### src/rtl/sram_req_arbiter_pkg.sv
// Shared types and constants for the two-requester SRAM-like port arbiter.
// Optional round-robin arbitration is enabled by the SRAM_ARB_RR_EN macro.
package sram_arb_pkg;

    typedef enum logic {
        MST_INST = 1'b0,
        MST_DATA = 1'b1
    } mst_e;

    localparam logic [1:0] SZ_BYTE = 2'b00;
    localparam logic [1:0] SZ_HALF = 2'b01;
    localparam logic [1:0] SZ_WORD = 2'b10;

    localparam int OUTST_DEPTH_DEF = 4;

    // Pointer width for a power-of-two FIFO, never narrower than one bit.
    function automatic int ptr_w(input int depth);
        return (depth > 1) ? $clog2(depth) : 1;
    endfunction

endpackage

### src/rtl/sram_req_arbiter_if.sv
// SRAM-like request/response bundle; master issues requests, slave answers them.
interface sram_req_arbiter_if #(
    parameter int ADDR_W = 32,
    parameter int DATA_W = 32
);
    logic              req;
    logic              wr;
    logic [1:0]        size;
    logic [3:0]        wstrb;
    logic [ADDR_W-1:0] addr;
    logic [DATA_W-1:0] wdata;
    logic              addr_ok;
    logic              data_ok;
    logic [DATA_W-1:0] rdata;

    modport master (
        output req, wr, size, wstrb, addr, wdata,
        input  addr_ok, data_ok, rdata
    );

    modport slave (
        input  req, wr, size, wstrb, addr, wdata,
        output addr_ok, data_ok, rdata
    );
endinterface

### src/rtl/sram_req_arbiter_fifo.sv
// One-bit owner-tag FIFO tracking accepted-but-unanswered memory requests.
module arb_id_fifo
    import sram_arb_pkg::*;
#(
    parameter int DEPTH = OUTST_DEPTH_DEF
) (
    input  logic clk,
    input  logic resetn,
    input  logic push,
    input  logic pop,
    input  logic din,
    output logic dout,
    output logic full,
    output logic empty
);
    localparam int PW = ptr_w(DEPTH);

    logic [PW-1:0]  wr_ptr_r;
    logic [PW-1:0]  rd_ptr_r;
    logic [PW:0]    count_r;
    logic [DEPTH-1:0] tag_r;
    logic           do_push_s;
    logic           do_pop_s;

    assign full      = (count_r == (PW+1)'(DEPTH));
    assign empty     = (count_r == (PW+1)'(0));
    assign do_push_s = push & ~full;
    assign do_pop_s  = pop & ~empty;
    assign dout      = tag_r[rd_ptr_r];

    // Pointer and occupancy bookkeeping; pointers wrap naturally at DEPTH.
    always_ff @(posedge clk) begin
        if (!resetn) begin
            wr_ptr_r <= PW'(0);
            rd_ptr_r <= PW'(0);
            count_r  <= (PW+1)'(0);
        end else begin
            if (do_push_s) wr_ptr_r <= wr_ptr_r + PW'(1);
            if (do_pop_s)  rd_ptr_r <= rd_ptr_r + PW'(1);
            case ({do_push_s, do_pop_s})
                2'b10:   count_r <= count_r + (PW+1)'(1);
                2'b01:   count_r <= count_r - (PW+1)'(1);
                default: count_r <= count_r;
            endcase
        end
    end

    // Tag storage needs no reset: occupancy alone decides what is valid.
    always_ff @(posedge clk) begin
        if (do_push_s) tag_r[wr_ptr_r] <= din;
    end

endmodule

### src/rtl/sram_req_arbiter.sv
// Arbitrates inst/data SRAM-like requesters onto one memory port and routes
// in-order responses back by owner tag. SRAM_ARB_RR_EN selects round-robin.
module sram_req_arbiter
    import sram_arb_pkg::*;
#(
    parameter int OUTST_DEPTH = OUTST_DEPTH_DEF,
    parameter int ADDR_W      = 32,
    parameter int DATA_W      = 32
) (
    input  logic                 clk,
    input  logic                 resetn,
    sram_req_arbiter_if.slave    inst_sram,
    sram_req_arbiter_if.slave    data_sram,
    sram_req_arbiter_if.master   mem
);
    mst_e              sel_s;
    mst_e              lock_sel_r;
    logic              lock_v_r;
    logic              sel_req_s;
    logic [ADDR_W-1:0] sel_addr_s;
    logic [DATA_W-1:0] sel_wdata_s;
    logic              hs_s;
    logic              pop_s;
    logic              head_s;
    logic              fifo_full_s;
    logic              fifo_empty_s;

`ifdef SRAM_ARB_RR_EN
    mst_e last_sel_r;

    // Grant select: lock wins, then the requester not served last on contention.
    always_comb begin
        sel_s = MST_INST;
        if (lock_v_r) begin
            sel_s = lock_sel_r;
        end else if (data_sram.req && inst_sram.req) begin
            sel_s = (last_sel_r == MST_DATA) ? MST_INST : MST_DATA;
        end else if (data_sram.req) begin
            sel_s = MST_DATA;
        end else begin
            sel_s = MST_INST;
        end
    end

    // Remember the owner of the most recent handshake.
    always_ff @(posedge clk) begin
        if (!resetn) begin
            last_sel_r <= MST_INST;
        end else if (hs_s) begin
            last_sel_r <= sel_s;
        end
    end
`else
    // Grant select: lock wins, otherwise data has fixed priority over inst.
    always_comb begin
        sel_s = MST_INST;
        if (lock_v_r) begin
            sel_s = lock_sel_r;
        end else if (data_sram.req) begin
            sel_s = MST_DATA;
        end else begin
            sel_s = MST_INST;
        end
    end
`endif

    // Memory-side request mux; a full tag FIFO blocks issue with no bypass.
    always_comb begin
        if (sel_s == MST_DATA) begin
            sel_req_s   = data_sram.req;
            mem.wr      = data_sram.wr;
            mem.size    = data_sram.size;
            mem.wstrb   = data_sram.wstrb;
            sel_addr_s  = data_sram.addr;
            sel_wdata_s = data_sram.wdata;
        end else begin
            sel_req_s   = inst_sram.req;
            mem.wr      = inst_sram.wr;
            mem.size    = inst_sram.size;
            mem.wstrb   = inst_sram.wstrb;
            sel_addr_s  = inst_sram.addr;
            sel_wdata_s = inst_sram.wdata;
        end
        mem.req   = sel_req_s & ~fifo_full_s;
        mem.addr  = sel_addr_s;
        mem.wdata = sel_wdata_s;
    end

    assign hs_s  = mem.req & mem.addr_ok;
    assign pop_s = mem.data_ok & ~fifo_empty_s;

    // Accept and response routing; a stray response with no tag reaches nobody.
    always_comb begin
        inst_sram.addr_ok = hs_s & (sel_s == MST_INST);
        data_sram.addr_ok = hs_s & (sel_s == MST_DATA);
        inst_sram.data_ok = pop_s & (head_s == MST_INST);
        data_sram.data_ok = pop_s & (head_s == MST_DATA);
        inst_sram.rdata   = inst_sram.data_ok ? mem.rdata : {DATA_W{1'b0}};
        data_sram.rdata   = data_sram.data_ok ? mem.rdata : {DATA_W{1'b0}};
    end

    // Hold the grant on an issued-but-unaccepted request so it is never preempted.
    always_ff @(posedge clk) begin
        if (!resetn) begin
            lock_v_r   <= 1'b0;
            lock_sel_r <= MST_INST;
        end else if (hs_s) begin
            lock_v_r   <= 1'b0;
        end else if (mem.req) begin
            lock_v_r   <= 1'b1;
            lock_sel_r <= sel_s;
        end
    end

    arb_id_fifo #(
        .DEPTH (OUTST_DEPTH)
    ) u_id_fifo (
        .clk    (clk),
        .resetn (resetn),
        .push   (hs_s),
        .pop    (pop_s),
        .din    (logic'(sel_s)),
        .dout   (head_s),
        .full   (fifo_full_s),
        .empty  (fifo_empty_s)
    );

endmodule

### src/flat_wrapper.sv
// flat-port wrapper written by rule: the top's interface ports become plain ports
module sram_req_arbiter_flat import sram_arb_pkg::*;
#(
    parameter int OUTST_DEPTH = OUTST_DEPTH_DEF,
    parameter int ADDR_W      = 32,
    parameter int DATA_W      = 32
)
  (clk, resetn, inst_sram_req, inst_sram_wr, inst_sram_size, inst_sram_wstrb, inst_sram_addr, inst_sram_wdata, inst_sram_addr_ok, inst_sram_data_ok, inst_sram_rdata, data_sram_req, data_sram_wr, data_sram_size, data_sram_wstrb, data_sram_addr, data_sram_wdata, data_sram_addr_ok, data_sram_data_ok, data_sram_rdata, mem_req, mem_wr, mem_size, mem_wstrb, mem_addr, mem_wdata, mem_addr_ok, mem_data_ok, mem_rdata);
  sram_req_arbiter_if #(.ADDR_W(ADDR_W), .DATA_W(DATA_W)) inst_sram_i ();
  sram_req_arbiter_if #(.ADDR_W(ADDR_W), .DATA_W(DATA_W)) data_sram_i ();
  sram_req_arbiter_if #(.ADDR_W(ADDR_W), .DATA_W(DATA_W)) mem_i ();
  input  logic clk;
  input  logic resetn;
  input wire logic [$bits(inst_sram_i.req)-1:0] inst_sram_req;
  input wire logic [$bits(inst_sram_i.wr)-1:0] inst_sram_wr;
  input wire logic [$bits(inst_sram_i.size)-1:0] inst_sram_size;
  input wire logic [$bits(inst_sram_i.wstrb)-1:0] inst_sram_wstrb;
  input wire logic [$bits(inst_sram_i.addr)-1:0] inst_sram_addr;
  input wire logic [$bits(inst_sram_i.wdata)-1:0] inst_sram_wdata;
  output wire logic [$bits(inst_sram_i.addr_ok)-1:0] inst_sram_addr_ok;
  output wire logic [$bits(inst_sram_i.data_ok)-1:0] inst_sram_data_ok;
  output wire logic [$bits(inst_sram_i.rdata)-1:0] inst_sram_rdata;
  input wire logic [$bits(data_sram_i.req)-1:0] data_sram_req;
  input wire logic [$bits(data_sram_i.wr)-1:0] data_sram_wr;
  input wire logic [$bits(data_sram_i.size)-1:0] data_sram_size;
  input wire logic [$bits(data_sram_i.wstrb)-1:0] data_sram_wstrb;
  input wire logic [$bits(data_sram_i.addr)-1:0] data_sram_addr;
  input wire logic [$bits(data_sram_i.wdata)-1:0] data_sram_wdata;
  output wire logic [$bits(data_sram_i.addr_ok)-1:0] data_sram_addr_ok;
  output wire logic [$bits(data_sram_i.data_ok)-1:0] data_sram_data_ok;
  output wire logic [$bits(data_sram_i.rdata)-1:0] data_sram_rdata;
  output wire logic [$bits(mem_i.req)-1:0] mem_req;
  output wire logic [$bits(mem_i.wr)-1:0] mem_wr;
  output wire logic [$bits(mem_i.size)-1:0] mem_size;
  output wire logic [$bits(mem_i.wstrb)-1:0] mem_wstrb;
  output wire logic [$bits(mem_i.addr)-1:0] mem_addr;
  output wire logic [$bits(mem_i.wdata)-1:0] mem_wdata;
  input wire logic [$bits(mem_i.addr_ok)-1:0] mem_addr_ok;
  input wire logic [$bits(mem_i.data_ok)-1:0] mem_data_ok;
  input wire logic [$bits(mem_i.rdata)-1:0] mem_rdata;
  assign inst_sram_i.req = inst_sram_req;
  assign inst_sram_i.wr = inst_sram_wr;
  assign inst_sram_i.size = inst_sram_size;
  assign inst_sram_i.wstrb = inst_sram_wstrb;
  assign inst_sram_i.addr = inst_sram_addr;
  assign inst_sram_i.wdata = inst_sram_wdata;
  assign inst_sram_addr_ok = inst_sram_i.addr_ok;
  assign inst_sram_data_ok = inst_sram_i.data_ok;
  assign inst_sram_rdata = inst_sram_i.rdata;
  assign data_sram_i.req = data_sram_req;
  assign data_sram_i.wr = data_sram_wr;
  assign data_sram_i.size = data_sram_size;
  assign data_sram_i.wstrb = data_sram_wstrb;
  assign data_sram_i.addr = data_sram_addr;
  assign data_sram_i.wdata = data_sram_wdata;
  assign data_sram_addr_ok = data_sram_i.addr_ok;
  assign data_sram_data_ok = data_sram_i.data_ok;
  assign data_sram_rdata = data_sram_i.rdata;
  assign mem_req = mem_i.req;
  assign mem_wr = mem_i.wr;
  assign mem_size = mem_i.size;
  assign mem_wstrb = mem_i.wstrb;
  assign mem_addr = mem_i.addr;
  assign mem_wdata = mem_i.wdata;
  assign mem_i.addr_ok = mem_addr_ok;
  assign mem_i.data_ok = mem_data_ok;
  assign mem_i.rdata = mem_rdata;
  sram_req_arbiter #(.OUTST_DEPTH(OUTST_DEPTH), .ADDR_W(ADDR_W), .DATA_W(DATA_W)) u_core (.clk(clk), .resetn(resetn), .inst_sram(inst_sram_i), .data_sram(data_sram_i), .mem(mem_i));
endmodule
### config.mk
export PLATFORM = sky130hd
export DESIGN_NAME = sram_req_arbiter_flat
export DESIGN_NICKNAME = d
export VERILOG_FILES = /design/src/rtl/sram_req_arbiter_pkg.sv /design/src/rtl/sram_req_arbiter_if.sv /design/src/rtl/sram_req_arbiter_fifo.sv /design/src/rtl/sram_req_arbiter.sv /design/src/flat_wrapper.sv
export SDC_FILE = /design/constraint.sdc
export NUM_CORES = 1
export LEC_CHECK = 0
export BUFFER_PORTS_ARGS = -buffer_cell sky130_fd_sc_hd__buf_2
export CORE_AREA = 2 2 124 126
export DETAILED_ROUTE_END_ITERATION = 8
export DIE_AREA = 0 0 126 128
export GPL_ROUTABILITY_DRIVEN = 1
export PLACE_DENSITY = 0.55
export SLEW_MARGIN = 30
export SYNTH_ARGS = -nofsm -noshare
export SYNTH_HDL_FRONTEND = slang
export SYNTH_SLANG_ARGS = --single-unit
### constraint.sdc
create_clock -name clk -period 3.5 [get_ports clk]
set_clock_uncertainty 0.15 [all_clocks]
set_input_delay 0.175 -clock clk [delete_from_list [all_inputs] [get_ports clk]]
set_output_delay 0.175 -clock clk [all_outputs]
set_load 0.01 [all_outputs]
==> results.toml, run 1 <==
[status]
status = "finished, final reports clean"

[placed_design]
place_ws_ps = 1091
gp_congestion = 0.7677
io_buffers = 319
dp_hpwl_um = 7867

[setup_path]
critPathMaxFanout = 66
setup.worst_path.start_class = "flip-flop"
path_cells = "mux4_4 > and3_1 > buf_2"
crit_arrival_ps = 2130
required_ps = 3170
r2r_slack_ps = 1090
critPathCaptureType = "output pin"
path_buf_inv = 1
slowest_stage = "mux4_4"
cp_top_family = "multiplexers"
critPathKind = "reg -> out"
max_stage_delay_ps = 990

[timing]
rsz0062_at_grt = "no"
finalHoldViolations = 0
maxSlewHeadroom = 0.5151
period_share = 0.7007
clock.fmax_mhz = 407.8
tightest_slew_ps = 727.4
report.final.slew_viol_count = 0
setup_viol = 0
setup_tns_ps = 0
fin_crit_ps = 2452
setup_ws_ps = 1048

[flow_run]
drv_cap = 0

[detailed_routing]
drt-initial-drc-count = 172
ant_nets = 0
vias_per_cell = 3.816
avgRoutedWirePerCell_um = 10.95
finalWirelength_um = 9810
drcViolationCount = 0
firstDrtPassIters = 4
vias = 3419

[synth]
async_reset_ff_frac = 0
ys_seq_elements = 13
yosysWarningCount = 0
synth_flop_cell = "dfxtp_1"
postSynthCellCount = 411
synth_cell_type_count = 33
syn_avg_cell_area_um2 = 5.172
synth-edff-count = 4
syn_area_mm2 = 0.002126
yosysSeqAreaShare = 0.1413
synthesis.nets = 597

[layout]
n_antenna_cell = 0
fill_cells = 1730
final_common_cell = "buf_2"
finalNetCount = 895
final_cell_mix = "buf_2, nand2_1, nor2_1"
layout-drive-gt1-share = 0.4718
synthToLayoutAreaGrowth_pct = 85.76

[clocking]
htreeDepth = 1
root_buffer = "clkbuf_16"
path_clk_slew_ps = 50
cts_tree = "done"
cts.sinks = 13
cts_setup_buffers = 0
cts_resized = 0
numCtsBuffers = 3
ctsHoldBuffers = 0
clockBufferDepth = 2
clk_latency_ps = 250

[grt]
grt_pass1_vias = 2766
grt_max_degree = 74
grt_overflow = 0
grt_pass1_wl_um = 13990
grt_antenna_before_repair = 0
track_usage = 0.1026

[pwr]
vdd_drop_max_uv = 175.7
cellPowerDensity_mw_per_mm2 = 415.9
finalPower_mw = 1.642
p_leak_nw = 2.639

[die]
die_area_mm2 = 0.01613
start_util = 0.1430
die_h_um = 128
core_mm2 = 0.01486
io_pins = 320
die_w_um = 126
rows = 45

[min_path]
holdCritPathClass = "in -> reg"
==> report_power, final <==
part           internal, mW  switching, mW  total [mW]
clock network         0.154         0.0673       0.221
logic                 0.474          0.719        1.19
registers             0.191         0.0376       0.229
==> final timing paths <==
path | start | end | cells after the start
worst max register to register | u_core.lock_v_r | u_core.u_id_fifo.count_r[2] | 9
worst min-delay path | resetn | u_core.lock_v_r | 2
worst max-delay path | u_core.u_id_fifo.rd_ptr_r[0] | data_sram_rdata[30] | 3
worst min register to register | u_core.u_id_fifo.wr_ptr_r[1] | u_core.u_id_fifo.wr_ptr_r[1] | 2
==> worst register-to-register path: cells and delay by family (launching register included) <==
family                     cells  cell delay, ps
AOI/OAI and AO/OA              2             650
and+or+nand+nor                2             560
adders and majority gates      2             400
DFF                            1             350
buffers and inverters          2             160
xor gates and xnor gates       1              70
==> flip-flops by register name, summed over array words and instances (netlist names) <==
register	flops
u_core.u_id_fifo.rd_ptr_r	2
u_core.u_id_fifo.wr_ptr_r	2
u_core.u_id_fifo.count_r	3
u_core.u_id_fifo.tag_r	4
u_core.lock_sel_r	1
u_core.lock_v_r	1
==> synth_stat cells, types with 3 or more instances <==
library cell | n | share of area
and3_1 | 32 | 0.094
nor2_1 | 39 | 0.069
mux2i_1 | 3 | 0.014
inv_1 | 10 | 0.018
a21oi_1 | 3 | 0.0071
ha_1 | 5 | 0.029
buf_2 | 21 | 0.049
clkbuf_1 | 8 | 0.014
and2_1 | 5 | 0.015
edfxtp_1 | 4 | 0.057
nand2_1 | 249 | 0.44
dfxtp_1 | 9 | 0.085
xor2_1 | 3 | 0.012
==> cell type report <==
cell class	instances	area, um^2	area share
timing repair buffer	323	1639	0.4151
inverter	10	37.54	0.009506
clock buffer	4	78.83	0.01996
multi-input combinational	358	1658	0.4198
tap	188	235.2	0.05957
sequential	13	300.3	0.07605
==> logic make-up after synthesis <==
logic type / count (synthesis) / share of synthesized area
XOR/XNOR: 4 / 0.01648
AO/OA/AOI/OAI: 10 / 0.04591
adder cells (fa/ha/maj): 6 / 0.03885
multiplexers: 4 / 0.02472
flip-flops: 13 / 0.1413
AND/OR/NAND/NOR: 334 / 0.6463
buffers and inverters: 40 / 0.08652
==> metrics by stage <==
stage / hold slack, ps / util / area, um^2 / instances
floorplan: 171.3 / - / 2126 / 411
global placement: 332.9 / 0.2602 / 3867 / 892
detailed placement: 329.7 / 0.2602 / 3867 / 892
CTS: 69.45 / 0.2655 / 3946 / 896
global route: 81.78 / 0.2657 / 3949 / 896
finish: 70.89 / 0.2657 / 3949 / 896
==> routing by layer <==
layer | vias up | GRT usage | part of all wire
met2 | 118 | 0.1733 | 0.50
met5 | - | 0 | 0
met3 | 3 | 0.01628 | 0.067
met1 | 1432 | 0.1405 | 0.43
li1 | 1866 | - | -
met4 | 0 | 0.01616 | 0.0040
Note: power is estimated with default switching activity, not from simulation.
==> run 2, diff against run 1 <==
- clock period: 3.5 -> 2.5 ns (I/O delays scaled with it)
==> run 2 against run 1 <==
Compared with the run above:
- power up 43%
- count of clock-buffer cells in the layout unchanged
- sequential share of layout area down 0.12 points
- non-clock buffer count up 6
- cell count up 0.67%
- flip-flop and latch count unchanged
- hold slack worse by 31 ps
- combinational power up 46%
==> results.toml, run 2 (synthesized netlist as in run 1, its figures left out) <==
[status]
status = "finished, final reports clean"

[detailed_routing]
avgRoutedWirePerCell_um = 10.74
firstDrtPassIters = 4
finalWirelength_um = 9687
vias_per_cell = 3.829
drcViolationCount = 0
ant_nets = 0
drt-initial-drc-count = 222
vias = 3454

[layout]
synthToLayoutAreaGrowth_pct = 88.76
n_antenna_cell = 0
regArea_um2 = 300.3
final_core_util = 0.2699
top_register = "u_core.u_id_fifo.tag_r"
multiInputGateArea_mm2 = 0.001660
stdcell_count = 902
final_common_cell = "buf_2"
reg_top3 = "u_core.u_id_fifo.tag_r (4), u_core.u_id_fifo.count_r (3)"
layout-drive-gt1-share = 0.4776
finalNetCount = 901
fin_area_mm2 = 0.004013
largest_reg_flops = 4
final_cell_mix = "buf_2, nand2_1, nor2_1"
fill_cells = 1705

[die]
start_util = 0.1430
die_w_um = 126
die_h_um = 128
rows = 45
die_area_mm2 = 0.01613
io_pins = 320
core_mm2 = 0.01486

[pwr]
seqPwrFrac = 0.132
switchingPower_mw = 1.141
p_leak_nw = 2.677
cellPowerDensity_mw_per_mm2 = 584.0
internal_power_mw = 1.202
comb_power_share = 0.741
p_clk_frac = 0.127
vdd_drop_max_uv = 450.3
p_sw_frac = 0.4871

[placed_design]
placed_cells = 898
place_area_mm2 = 0.003925
gp_congestion = 0.7469
dp_hpwl_um = 7938
io_buffers = 319

[min_path]
holdCritPathClass = "in -> reg"

[grt]
track_usage = 0.1026
grt_pass1_wl_um = 14080
grt_max_degree = 68
grt_overflow = 0
grt_antenna_before_repair = 0
grt_pass1_vias = 2742

[clocking]
cts.sinks = 13
clk_latency_ps = 240
ctsHoldBuffers = 0
clockBufferDepth = 2
htreeDepth = 1
cts_tree = "done"
root_buffer = "clkbuf_16"
numCtsBuffers = 3
path_clk_slew_ps = 40

[setup_path]
crit_arrival_ps = 2330
critPathKind = "reg -> reg"
required_ps = 2520
critPathCaptureType = "flip-flop"
setup.worst_path.start_class = "flip-flop"
critPathMaxFanout = 4

[timing]
setup_viol = 0
period_share = 0.9217
setup_tns_ps = 0
tightest_slew_ps = 525.5
rsz0062_at_grt = "no"
finalHoldViolations = 0
maxSlewHeadroom = 0.6497
report.final.slew_viol_count = 0
fin_crit_ps = 2304
clock.fmax_mhz = 434.0

[flow_run]
drv_cap = 0
==> run 2: power by group through the flow <==
stage | clock network, mW | registers (mW) | logic [mW]
global route | 0.320 | 0.317 | 1.96
finish | 0.298 | 0.308 | 1.74
global placement | 0 | 0.310 | 1.75
floorplan | 0 | 0.309 | 1.08
CTS | 0.309 | 0.306 | 1.75
detailed placement | 0 | 0.310 | 1.74
==> run 2: cell type report <==
type,count,share of cell area
Clock buffer,4,0.01964
Inverter,10,0.009355
Multi-Input combinational cell,358,0.4138
Sequential cell,13,0.07484
Tap cell,188,0.05862
Timing Repair Buffer,329,0.4238
==> run 2: per-stage QoR <==
stage | power [mW] | setup slack [ps] | hold WS (ps)
floorplan | 1.386 | 108.6 | 121.3
detailed placement | 2.051 | 196.2 | 295.5
finish | 2.343 | 195.8 | 39.89
global placement | 2.061 | 226.1 | 298.6
global route | 2.594 | 43.96 | 49.77
CTS | 2.362 | 122.6 | 42.08
==> run 2: final timing paths <==
kind	start	end	slack, ps	depth (start not counted)
max	u_core.lock_v_r	u_core.u_id_fifo.count_r[2]	200	9
min	resetn	u_core.lock_v_r	40	2
max reg2reg	u_core.lock_v_r	u_core.u_id_fifo.count_r[2]	200	9
min reg2reg	u_core.u_id_fifo.wr_ptr_r[0]	u_core.u_id_fifo.wr_ptr_r[0]	350	2
==> run 2: layer usage <==
layer	track usage	vias up	share of wire
met5	0	-	0
met4	0.01099	0	0.0057
met3	0.01294	9	0.066
met2	0.1724	134	0.50
met1	0.1455	1430	0.43
li1	-	1881	-
==> run 2: repair_timing <==
item,in CTS,in global routing
buffers inserted,0,0
gates resized for setup,0,2
endpoints found under the setup margin,0,49
==> run 2: worst max-delay path, cell delays in order (launching register included) <==
cell	delay, ps
dfxtp_1	410
mux2i_4	300
a2111oi_4	100
inv_1	70
ha_1	170
inv_1	60
fa_1	370
xor2_1	160
or3_1	300
a21oi_1	140
